[src/rtl/gf2m8_pkg.sv]
// Shared GF(2^8) definitions for the Reed-Solomon datapath.
// Provides the field element type, the default field polynomial, and helpers
// for multiply-by-a and for building the a^8..a^14 reduction table.
package gf2m8_pkg;

  typedef logic [7:0] gf8_t;

  // Reduction table: entry m holds a^(8+m), m = 0..6.
  typedef logic [6:0][7:0] gf8_red_tbl_t;

  // Low 8 bits of x^8 + x^4 + x^3 + x^2 + 1 (0x11D).
  localparam gf8_t GF8_POLY_DEFAULT = 8'h1D;

  // Multiply a field element by a, folding x^8 back in through the polynomial.
  function automatic gf8_t gf8_xtime(input gf8_t a, input gf8_t poly);
    gf8_t shifted;
    shifted = {a[6:0], 1'b0};
    if (a[7]) begin
      return shifted ^ poly;
    end else begin
      return shifted;
    end
  endfunction

  // Build the a^8..a^14 constants for a given polynomial.
  function automatic gf8_red_tbl_t gf8_red_table(input gf8_t poly);
    gf8_red_tbl_t tbl;
    tbl[0] = poly;
    for (int m = 1; m < 7; m++) begin
      tbl[m] = gf8_xtime(tbl[m-1], poly);
    end
    return tbl;
  endfunction

endpackage

[src/rtl/gf2m8_mul_xtime.sv]
// Multiply-by-a stage for GF(2^8).
// Pure combinational; chained in the multiplier to derive the reduction
// constants a^9..a^14 from the field polynomial.
module gf2m8_xtime
  import gf2m8_pkg::*;
(
  input  logic [7:0] a_i,
  input  logic [7:0] poly_i,
  output logic [7:0] z_o
);

  assign z_o = gf8_xtime(a_i, poly_i);

endmodule

[src/rtl/gf2m8_mul.sv]
// GF(2^8) multiplier: z = x*y mod (x^8 + POLY).
// Carry-less 8x8 partial-product array followed by a single-level XOR
// reduction of p[14:8] through the constants a^8..a^14.
// Build option: define GF2M8_MUL_PIPE_EN to register z (latency 1, async
// active-low clear). Without it z is combinational and clk/rstn are unused.
module gf2m8_mul
  import gf2m8_pkg::*;
#(
  parameter logic [7:0] POLY = GF8_POLY_DEFAULT
) (
  input  logic       clk,
  input  logic       rstn,
  input  logic [7:0] x,
  input  logic [7:0] y,
  output logic [7:0] z
);

  // Reduction constants: red_s[m] = a^(8+m). a^8 is the polynomial itself;
  // each further power is one multiply-by-a. All inputs are constant, so the
  // chain collapses to wiring at elaboration.
  logic [7:0] red_s [7];
  logic [14:0] p_s;
  logic [7:0]  z_d;

  assign red_s[0] = POLY;

  for (genvar m = 1; m < 7; m++) begin : g_red
    gf2m8_xtime u_xtime (
      .a_i    (red_s[m-1]),
      .poly_i (POLY),
      .z_o    (red_s[m])
    );
  end

  // Carry-less product: p[k] is the XOR of every x[i]&y[j] with i+j == k.
  always_comb begin
    p_s = 15'h0000;
    for (int i = 0; i < 8; i++) begin
      for (int j = 0; j < 8; j++) begin
        p_s[i+j] = p_s[i+j] ^ (x[i] & y[j]);
      end
    end
  end

  // Fold the high coefficients back into 8 bits with one XOR level per output bit.
  always_comb begin
    z_d = p_s[7:0];
    for (int m = 0; m < 7; m++) begin
      if (p_s[8+m]) begin
        z_d = z_d ^ red_s[m];
      end else begin
        z_d = z_d;
      end
    end
  end

`ifdef GF2M8_MUL_PIPE_EN
  logic [7:0] z_q;

  // Output register: loads the product every edge, cleared at once by rstn.
  always_ff @(posedge clk or negedge rstn) begin
    if (!rstn) begin
      z_q <= 8'h00;
    end else begin
      z_q <= z_d;
    end
  end

  assign z = z_q;
`else
  // Clock and reset have no role in the combinational build.
  logic unused_s;
  assign unused_s = clk ^ rstn;

  assign z = z_d;
`endif

endmodule

[config.mk]
export PLATFORM = sky130hd
export DESIGN_NAME = gf2m8_mul
export DESIGN_NICKNAME = d
export VERILOG_FILES = /design/src/rtl/gf2m8_pkg.sv /design/src/rtl/gf2m8_mul_xtime.sv /design/src/rtl/gf2m8_mul.sv
export SDC_FILE = /design/constraint.sdc
export NUM_CORES = 1
export LEC_CHECK = 0
export CAP_MARGIN = 20
export CELL_PAD_IN_SITES_DETAIL_PLACEMENT = 1
export CELL_PAD_IN_SITES_GLOBAL_PLACEMENT = 1
export CORE_MARGIN = 2
export CORE_UTILIZATION = 30
export DETAILED_ROUTE_END_ITERATION = 7
export GPL_TIMING_DRIVEN = 0
export PLACE_DENSITY_LB_ADDON = 0.1
export SLEW_MARGIN = 20
export SYNTH_ARGS = -nofsm -noshare
export SYNTH_HDL_FRONTEND = slang
export SYNTH_SLANG_ARGS = --single-unit
[constraint.sdc]
create_clock -name vclk -period 1.8
set_input_delay 0.18 -clock vclk [all_inputs]
set_output_delay 0.18 -clock vclk [all_outputs]
set_load 0.02 [all_outputs]
After elaboration in Yosys (flattened, before gate mapping)
Cells that the tools add are included.
{ "totals": {"inputBits": 18, "elab_cells": 127, "ff_bits": 0, "out_inout_bits": 8} }
{ "classes": {"n_mux": 7, "n_bitwise": 120} }
{ "op_table": {"columns": ["operator", "count"], "rows": [
  ["bitwise AND 1 bit", 64],
  ["bitwise XOR 1 bit", 49],
  ["2-to-1 mux 8 bit", 3],
  ["inverter 4 bit", 5],
  ["2-to-1 mux 5 bit", 2],
  ["2-to-1 mux 7 bit", 1],
  ["2-to-1 mux 6 bit", 1],
  ["inverter 5 bit", 1],
  ["inverter 3 bit", 1]
]} }

Logic depth before layout (Yosys ltp)
Gate-level depths: netlist (run 1).
{ "depth": {"depth_word": 20, "depth_mapped": 7, "ltp_nobuf": 5} }

Modules after synthesis
From an unflattened synthesis (run 1), not the netlist that was laid out.
{ "unflattened": {"hier_cells": 305, "hier_area_um2": 2073.2} }
{ "modules_own_cells": {"columns": ["module", "area_each_um2", "cells_each", "seq_area_each_um2", "instances"], "rows": [
  ["gf2m8_mul", 1502.7, 215, 0.0, 1],
  ["gf2m8_xtime", 95.1, 15, 0.0, 6]
]} }

Worst setup path after synthesis (run 1)
OpenSTA, ideal clock, no wires.
{ "synth_timing": {"path_type": "in2out", "startpoint": "input port y[3]", "endpoint": "output port z[2]", "required_ns": 1.620, "path_buffers": 1, "slack_ns": -0.327, "stages": 6, "arrival_ns": 1.947, "path_cell_list": "buf_6 nand2_2 xnor3_1 xnor3_2 xnor3_1 xnor2_1"} }
{ "synth_between": {"elab_chain_len": 14, "elab_cells_between_ends": 16, "cone_classes": "mux: 7; bitwise: 9"} }
{ "synth_rtl": {"columns": ["item", "line", "rtl"], "rows": [
  ["from (decl)", "gf2m8_mul.sv:14", "input logic [7:0] y,"],
  ["bitwise AND 1 bit", "gf2m8_mul.sv:40", "p_s[i+j] = p_s[i+j] ^ (x[i] & y[j]);"],
  ["bitwise XOR 1 bit (3 in a row)", "gf2m8_mul.sv:40", null],
  ["2-to-1 mux 5 bit", "gf2m8_mul.sv:49", "if (p_s[8+m]) begin"],
  ["2-to-1 mux 6 bit", "gf2m8_mul.sv:49", null],
  ["inverter 4 bit (no source line)", null, null],
  ["2-to-1 mux 7 bit *", "gf2m8_mul.sv:49", null],
  ["2-to-1 mux 8 bit *", "gf2m8_mul.sv:49", null],
  ["inverter 5 bit (no source line)", null, null],
  ["2-to-1 mux 8 bit *", "gf2m8_mul.sv:49", null],
  ["inverter 4 bit (no source line)", null, null],
  ["2-to-1 mux 8 bit *", "gf2m8_mul.sv:49", null],
  ["2-to-1 mux 5 bit *", "gf2m8_mul.sv:49", null],
  ["to (decl)", "gf2m8_mul.sv:15", "output logic [7:0] z"]
]} }
Mark *: on every way between the ends. The rest lies on a longest branch, timed or not.

Worst setup path in the final report (run 1)
{ "layout_timing": {"startpoint": "input port y[3]", "endpoint": "output port z[4]"} }
{ "layout_between": {"elab_chain_len": 16, "elab_cells_between_ends": 25, "cone_classes": "mux: 7; bitwise: 18"} }
{ "layout_rtl": {"columns": ["item", "line"], "rows": [
  ["bitwise AND 1 bit", "gf2m8_mul.sv:40"],
  ["bitwise XOR 1 bit (4 in a row)", "gf2m8_mul.sv:40"],
  ["inverter 4 bit (no source line)", null],
  ["2-to-1 mux 5 bit", "gf2m8_mul.sv:49"],
  ["inverter 4 bit (no source line)", null],
  ["2-to-1 mux 6 bit", "gf2m8_mul.sv:49"],
  ["inverter 4 bit (no source line)", null],
  ["2-to-1 mux 7 bit *", "gf2m8_mul.sv:49"],
  ["2-to-1 mux 8 bit * (3 in a row)", "gf2m8_mul.sv:49"],
  ["inverter 3 bit (no source line)", null],
  ["2-to-1 mux 5 bit *", "gf2m8_mul.sv:49"]
]} }
Marks and branches as above.

==> summary.txt, run 1 <==
Outcome
  – Outcome: finished with violations
  – Failing checks: setup timing

Cells and area
  – Sequential cell count: 0
  – Post-layout net count: 219
  – Area growth from synthesis to layout: 68.1%
  – Layout cells sized above 1: 48.7%
  – Diode count: 0
  – Design area: 0.00197 sq mm
  – Finished Core Util: 53.1%
  – FF/Latch Area: 0 sq um
  – Clock buffer count: 0

Timing
  – RSZ-0062 raised after global routing: true
  – Max_slew headroom: 78.5%
  – Final hold violations: 0
  – Crit share post-route: 114%
  – Slew Limit Fails: 0
  – Setup TNS Final: -1080 ps
  – Min Tclk post-route: 2050 ps
  – Pin slew with the least headroom to its limit: 318 ps
  – # setup viols final: 6
  – Fin worst setup slack: -250 ps
  – Max Freq: 488 MHz

Floorplanning
  – Core ar.: 0.00372 sq mm
  – I/O Pins: 26
  – Die area: 0.00443 sq mm
  – Die Span Y: 66.6 um
  – Starting Density: 31.6%
  – Row count: 22
  – Die Wd: 66.6 um

Power and ir drop
  – P per Cell Area: 799 mW/mm^2
  – Peak VDD IR: 440 uV
  – Pleak: 0.000947 uW

Synth
  – Largest cells by area after synthesis: xnor2_1 (25%), nand2_1 (16%), xnor3_1 (15%)
  – Syn Nets: 178
  – Synthesized area per cell: 7.34 sq um
  – Synth warnings: 0
  – Area of the mapped netlist: 0.00117 sq mm
  – Mapped Cells: 160
  – Synth area leader: xnor2_1
  – Area share of the largest cell type after synthesis: 24.6%
  – Register area share after synthesis: 0%
  – Yosys cell types: 30

Global routing
  – Antenna violations before repair: 0
  – Largest net degree at the start of global routing: 11
  – Vias in the first global route: 1,304
  – Gr ovfl total: 0
  – Total Routing Usage GR: 19.6%
  – Global-route wire length before repair: 6710 um

Clock tree
  – CTS Hold Buffers Added: 0

Setup path
  – Worst Path Arrival: 1870 ps
  – CP Class: in2out
  – CP Max Fanout: 5
  – Critical-path cell with the highest stage delay: xnor3_1
  – CP startpoint kind: input pin
  – CP Capture Type: output port
  – Cells along the critical path: buf_12 -> nand2_4 -> xnor3_1 -> xnor3_2 -> buf_6 -> xor2_4 -> xor3_2 -> buf_6
  – CP peak stage delay: 400 ps
  – Data required time of the worst path: 1620 ps
  – Most frequent CP cell: buf_6

Hold path
  – Hold path depth: 4
  – Worst min path class: in2out

Detailed routing
  – DR DRC count: 0
  – Vias: 1,216
  – Routed wire length: 4170 um
  – Post-route ant nets: 0
  – DR pass1 iterations: 4
  – DR vias/cell: 4.92
  – 1st-iter DRT viols: 64
  – Wire per inst: 16.9 um

Placed design
  – IO Port Bufs: 12
  – DP HPWL: 2660 um
  – Post-Place Cell Area: 0.00145 sq mm
  – Final Wtd Congestion: 0.776

Flow run
  – Max-Cap Viols: 0
## through the flow
stage | hold WS (ps) | power (uW) | instances | worst slack, ps
2_1_floorplan | 872 | 920 | 160 | -115
3_3_place_gp | 1450 | 1300 | 220 | -1430
3_5_place_dp | 1460 | 1310 | 220 | -1450
4_1_cts | 1010 | 1500 | 241 | -336
5_1_grt | 1010 | 1660 | 247 | -291
6_report | 979 | 1580 | 247 | -250
## final timing paths
path	start	end	slack [ps]
worst max-delay path	y[3]	z[4]	-250
worst min-delay path	x[0]	z[0]	980
## routing by layer
metal,GRT usage (%),routed length (um)
met1,25.1,1850
met2,37.8,2200
met3,0.845,115
met4,1.02,0
met5,0,0
## cells by family (layout without fill, tap and decap cells)
logic type | Yosys count | count (layout) | share of synthesized area, %
AND/OR/NAND/NOR | 63 | 63 | 22.0
AO/OA/AOI/OAI | 15 | 15 | 8.84
multiplexers | 4 | 4 | 3.73
XOR/XNOR | 57 | 57 | 56.3
buffers and inverters | 21 | 60 | 9.05
## final cells by class
class / count / area (sq um)
fillers: 436 / 1740
multi-input cells: 139 / 1290
repair buffers: 39 / 360
plain buffers: 18 / 251
well taps: 48 / 60.1
inverters: 3 / 11.3
## critical path: cells and delay by family
kind,cells,cell delay [ps]
xor+xnor,4,1240
buf+inv,3,390
simple gates,1,50
## synthesized netlist by cell type
master	instances
xnor3_2	1
buf_6	2
a32oi_1	2
o22ai_1	3
nor2b_1	2
xnor3_1	8
a22o_1	1
a32o_1	1
o31ai_1	1
buf_4	1
mux2i_1	1
o21ai_0	2
buf_2	7
nand3_1	2
xnor2_1	33
buf_1	2
xor3_1	2
nand2_1	51
inv_1	3
nand2b_1	3
a21oi_1	3
clkbuf_1	6
a211oi_1	1
nand2_2	1
or3b_2	1
nor2_1	3
o22a_1	1
xor2_2	1
xor2_1	12
mux2_2	3
## placed cells by master, fill, tap and decap left out, types with 6 or more instances in the layout
cell / n
nand2_1: 43
buf_4: 23
xnor2_1: 20
buf_6: 18
xnor2_2: 13
buf_8: 10
xor2_1: 8
nand2_2: 7
xnor3_1: 6
## repair_timing
action,CTS,global route
buffers inserted,20,6
cloned,1,0
pin swaps,28,18
endpoints found under the setup margin,8,8
gates resized for setup,118,23
## where the power goes
part	leakage [uW]	switching (uW)	total, uW	internal (uW)
clock network	0	0	0	0
registers	0	0	0	0
logic	0.000947	699	1580	879
(Power assumes the default switching activity.)
==> run 2: changes to the inputs <==
- CORE_UTILIZATION: 30 -> 35
==> run 2 against run 1 <==
The run still ends with setup timing left; critical endpoint is now z[3]; total power increased by 4.5%; sequential cell count unchanged; critical path depth increased by 2; first-iteration DRC count increased by 44%; core utilization increased by 11 points; fmax decreased by 2.8%.
==> summary.txt, run 2 (synthesis gave the netlist of run 1 again) <==
Detailed routing
  – Post-route ant nets: 0 (unchanged)
  – Vias: 1,309 (+7.6%)
  – 1st-iter DRT viols: 92 (+44%)
  – DR DRC count: 0 (unchanged)
  – Routed wire length: 5140 um (+23%)
  – DR vias/cell: 5.15 (+4.7%)
  – DR pass1 iterations: 4 (unchanged)
  – Wire per inst: 20.2 um (+20%)

Timing
  – Setup TNS Final: -1460 ps (-388 ps)
  – Final hold violations: 0 (unchanged)
  – Hold WS: 1040 ps (+57.2 ps)
  – RSZ-0062 raised after global routing: true
  – Pin slew with the least headroom to its limit: 402 ps (+83.7 ps)
  – Max_slew headroom: 72.9% (-5.6 points)
  – Min Tclk post-route: 2110 ps (+59.5 ps)
  – Crit share post-route: 117% (+3.3 points)
  – Max Freq: 474 MHz (-2.8%)
  – Fin worst setup slack: -309 ps (-59.5 ps)
  – # setup viols final: 8 (+2)
  – Slew Limit Fails: 0 (unchanged)

Cells and area
  – Commonest non-fill, non-tap cell in the layout: nand2_1
  – Most frequent cells in the layout: nand2_1 (38), buf_4 (29), buf_6 (18), xnor2_1 (18), xnor2_2 (15)
  – Layout cells sized above 1: 55.8% (+7.0 points)
  – Filler instances: 382 (-12%)
  – Sequential cell count: 0 (unchanged)
  – Non-Filler Instances: 254 (+2.8%)
  – Clock buffer count: 0 (unchanged)
  – Area growth from synthesis to layout: 79.9%
  – FF/Latch Area: 0 sq um (unchanged)
  – Area of the multi-input gates: 0.00134 sq mm (+3.8%)
  – Design area: 0.00211 sq mm (+7.0%)
  – Finished Core Util: 64.3% (+11 points)
  – Diode count: 0 (unchanged)
  – Post-layout net count: 228 (+4.1%)

Global routing
  – Antenna violations before repair: 0 (unchanged)
  – Largest net degree at the start of global routing: 11 (unchanged)
  – Global-route wire length before repair: 6690 um (-0.40%)
  – Vias in the first global route: 1,252 (-4.0%)
  – Gr ovfl total: 0 (unchanged)
  – Total Routing Usage GR: 24.3% (+4.7 points)

Outcome
  – Outcome: finished with violations
  – Failing checks: setup timing

Placed design
  – Final Wtd Congestion: 0.791 (+1.9%)
  – DP HPWL: 2690 um (+1.4%)
  – IO Port Bufs: 12 (unchanged)
  – Post-Place Cell Area: 0.00145 sq mm (-0.17%)
  – Dpl cells: 218 (-0.91%)

Setup path
  – Worst Path Arrival: 1930 ps (+60 ps)
  – CP startpoint kind: input pin
  – CP Max Fanout: 6 (+1)
  – Worst setup path startpoint: y[6]
  – Crit path capture: z[3]
  – CP Class: in2out
  – Data required time of the worst path: 1620 ps (about the same)
  – CP Capture Type: output port

Power and ir drop
  – P per Cell Area: 781 mW/mm^2 (-2.3%)
  – Pleak: 0.00104 uW (+9.7%)
  – Peak VDD IR: 480 uV (+9.2%)

Floorplanning
  – Starting Density: 35.8% (+4.2 points)
  – Die Wd: 61.9 um (-7.0%)
  – Row count: 21 (-4.5%)
  – I/O Pins: 26 (unchanged)
  – Die area: 0.00384 sq mm (-13%)
  – Core ar.: 0.00328 sq mm (-12%)
  – Die Span Y: 61.9 um (-7.0%)

Hold path
  – Worst min path class: in2out

Flow run
  – Max-Cap Viols: 0 (unchanged)
==> run 2: cell types whose count changed in the layout (fill, tap and decap cells not counted), moves of 2 or more <==
cell	change
nand2_1	-5
buf_8	-5
xnor2_1	-2
buf_4	+6
buf_2	+3
buf_12	+5
nand2_4	+2
nand2_2	+3
xnor2_2	+2
==> run 2: timing repair <==
item                                    in CTS  in global routing
gates resized for setup                    117                 33
buffers inserted                            26                 10
endpoints found under the hold margin        0                  0
endpoints found under the setup margin       8                  8
hold buffers                                 0                  0
cloned                                       1                  0
pin swaps                                   26                 21
==> run 2: how the worst min path moves through the flow <==
stage / start / endpoint / slack [ps] / cells after the start
6_report: y[0] / z[0] / 1040 / 4
3_3_place_gp: y[1] / z[1] / 1440 / 6
2_1_floorplan: x[6] / z[2] / 870 / 4
5_1_grt: y[0] / z[0] / 1070 / 4
4_1_cts: y[0] / z[0] / 1020 / 4
3_5_place_dp: y[1] / z[1] / 1470 / 6
==> run 2: per-layer routing <==
metal  vias to the layer above  share of wire [%]  track usage, %  wire length [um]
li1                        604                  -               -                 -
met3                         6                2.3               0               119
met5                         -                  0               0                 0
met2                        37                 55            46.5              2850
met4                         0                1.4            2.43                70
met1                       662                 41            31.7              2100
==> run 2: per-stage QoR <==
step / worst slack (ps) / total power [uW]
finish: -309 / 1650
global route: -373 / 1730
CTS: -400 / 1540
detailed placement: -1450 / 1330
global placement: -1410 / 1290
floorplan: -115 / 920
==> run 2: report_power, final <==
group	internal (uW)	total, uW	switching [uW]
clock network	0	0	0
registers	0	0	0
logic	909	1650	741
total	909	1650	741
==> run 2: critical path, cell delays in order <==
cell	delay, ps
buf_12	80
buf_8	120
buf_6	100
o22a_1	130
o22ai_1	100
a211oi_2	290
xor2_2	220
buf_4	150
xnor3_2	400
buf_6	140
==> run 2: layout make-up <==
class	instances	area share, %
multi-input cells	139	63.4
repair buffers	48	21.5
inverters	3	0.533
well taps	46	2.72
plain buffers	18	11.8
==> run 3: changes to the inputs <==
- ABC_CLOCK_PERIOD_IN_PS: default -> 1800
- CORE_MARGIN: 2 -> 4
- PLACE_DENSITY: default -> 0.82
- PLACE_DENSITY_LB_ADDON: 0.1 -> default
==> run 3 against run 2 <==
The run still ends with setup timing left; via count fell by 0.38%; final area fell by 6.4%; total power rose by 0.46%; clock-buffer cell count did not move; sequential cell count did not move; combinational power barely moved; largest cell class unchanged; critical path depth fell by 2.
==> summary.txt, run 3 (synthesis gave the netlist of run 1 again) <==
Outcome
  – Outcome: finished with violations
  – Failing checks: setup timing

Detailed routing
  – 1st-iter DRT viols: 54 (-41%)
  – Post-route ant nets: 0 (unchanged)
  – DR DRC count: 0 (unchanged)
  – DR pass1 iterations: 4 (unchanged)
  – Routed wire length: 5490 um (+6.7%)
  – Vias: 1,304 (-0.38%)
  – Wire per inst: 22.3 um (+10%)
  – DR vias/cell: 5.30 (+2.9%)

Timing
  – Max_slew headroom: 78.8% (+5.9 points)
  – Max Freq: 464 MHz (-2.1%)
  – Fin worst setup slack: -355 ps (-45.3 ps)
  – Final hold violations: 0 (unchanged)
  – Crit share post-route: 120% (+2.5 points)
  – RSZ-0062 raised after global routing: true
  – Min Tclk post-route: 2150 ps (+45.3 ps)
  – # setup viols final: 8 (unchanged)
  – Pin slew with the least headroom to its limit: 315 ps (-86.7 ps)
  – Setup TNS Final: -1670 ps (-203 ps)
  – Slew Limit Fails: 0 (unchanged)

Power and ir drop
  – Peak VDD IR: 676 uV (+41%)
  – P per Cell Area: 838 mW/mm^2 (+7.3%)
  – Pwr Total: 1660 uW (+0.46%)
  – Pleak: 0.000963 uW (-7.3%)
  – Sw Ratio: 46.1% (+1.2 points)
  – Gate power share: 100.0% (about the same)
  – P_int: 894 uW (-1.7%)
  – Part of the power in registers: 0% (unchanged)
  – P_sw: 764 uW (+3.1%)
  – Clock power share: 0% (unchanged)

Global routing
  – Vias in the first global route: 1,417 (+13%)
  – Gr ovfl total: 0 (unchanged)
  – Largest net degree at the start of global routing: 11 (unchanged)
  – Antenna violations before repair: 0 (unchanged)
  – Global-route wire length before repair: 7210 um (+7.8%)
  – Total Routing Usage GR: 21.4% (-2.9 points)

Placed design
  – Final Wtd Congestion: 0.806 (+1.8%)
  – Post-Place Cell Area: 0.00145 sq mm (-0.17%)
  – Place WS: -1420 ps (+31.2 ps)
  – DP HPWL: 2530 um (-6.0%)
  – IO Port Bufs: 12 (unchanged)

Setup path
  – CP Class: in2out
  – Data required time of the worst path: 1620 ps (about the same)
  – CP Max Fanout: 9 (+3)
  – CP Capture Type: output port
  – CP startpoint kind: input pin
  – Worst Path Arrival: 1970 ps (+40 ps)

Hold path
  – Min-Delay Startpoint: x[0]
  – Worst min path class: in2out
  – Hold path depth: 4 (unchanged)
  – Min-Delay Endpoint: z[0]

Cells and area
  – Post-layout net count: 222 (-2.6%)
  – FF/Latch Area: 0 sq um (unchanged)
  – Diode count: 0 (unchanged)
  – Design area: 0.00198 sq mm (-6.4%)
  – Most frequent cells in the layout: nand2_1 (40), buf_4 (29), xnor2_1 (19)
  – Sequential cell count: 0 (unchanged)
  – Clock buffer count: 0 (unchanged)
  – Layout cells sized above 1: 53.5% (-2.3 points)
  – Commonest non-fill, non-tap cell in the layout: nand2_1
  – Area growth from synthesis to layout: 68.4%

Floorplanning
  – Row count: 20 (-4.8%)
  – Die Span Y: 65.9 um (+6.5%)
  – I/O Pins: 26 (unchanged)
  – Core ar.: 0.00313 sq mm (-4.8%)
  – Die Wd: 65.9 um (+6.5%)
  – Starting Density: 37.6% (+1.8 points)
  – Die area: 0.00435 sq mm (+13%)

Flow run
  – Max-Cap Viols: 0 (unchanged)

Clock tree
  – CTS Hold Buffers Added: 0 (unchanged)
==> run 3: final cells by class <==
cell class,instances,area (sq um)
inverter,3,11.3
fill,352,1150
multi-input combinational,139,1310
tap,44,55.1
timing repair buffer,42,382
buffer,18,225
==> run 3: per-layer routing <==
metal / global-route usage [%] / share of wire [%] / up-vias
met5: 0 / 0 / -
met4: 2.28 / 3.7 / 0
met3: 1.02 / 3.9 / 16
met2: 41.9 / 53 / 43
met1: 26.2 / 39 / 660
li1: - / - / 585
==> run 3: repair_timing <==
action	CTS	global route
buffers inserted	23	7
endpoints found under the setup margin	8	8
gates resized for setup	106	29
pin swaps	21	21
==> run 3: critical path: stages <==
cell and delay [ps]:
buf_4 150, nand2_1 100, xnor2_1 240, xnor3_2 450, xor2_2 180, buf_4 150, xor3_2 370, buf_6 140
==> run 3: power by group through the flow <==
stage	Sequential, uW	Clock, uW	Combinational [uW]
floorplan	0	0	920
global placement	0	0	1290
detailed placement	0	0	1320
CTS	0	0	1490
global route	0	0	1730
finish	0	0	1660
==> run 3: stage by stage <==
step	hold slack, ps	util (%)	cells
6_report	1030	63.2	246
5_1_grt	1070	63.2	246
4_1_cts	1020	57.8	239
3_5_place_dp	1470	46.2	216
3_3_place_gp	1450	46.2	216
2_1_floorplan	872	-	160
==> run 3: worst max path at each step <==
stage	startpoint	endpoint	slack (ps)	cells after the start
CTS	x[2]	z[2]	-350	7
finish	y[7]	z[4]	-350	8
global placement	x[5]	z[3]	-1350	7
floorplan	y[3]	z[2]	-110	6
global route	y[7]	z[4]	-410	8
detailed placement	x[5]	z[2]	-1420	8
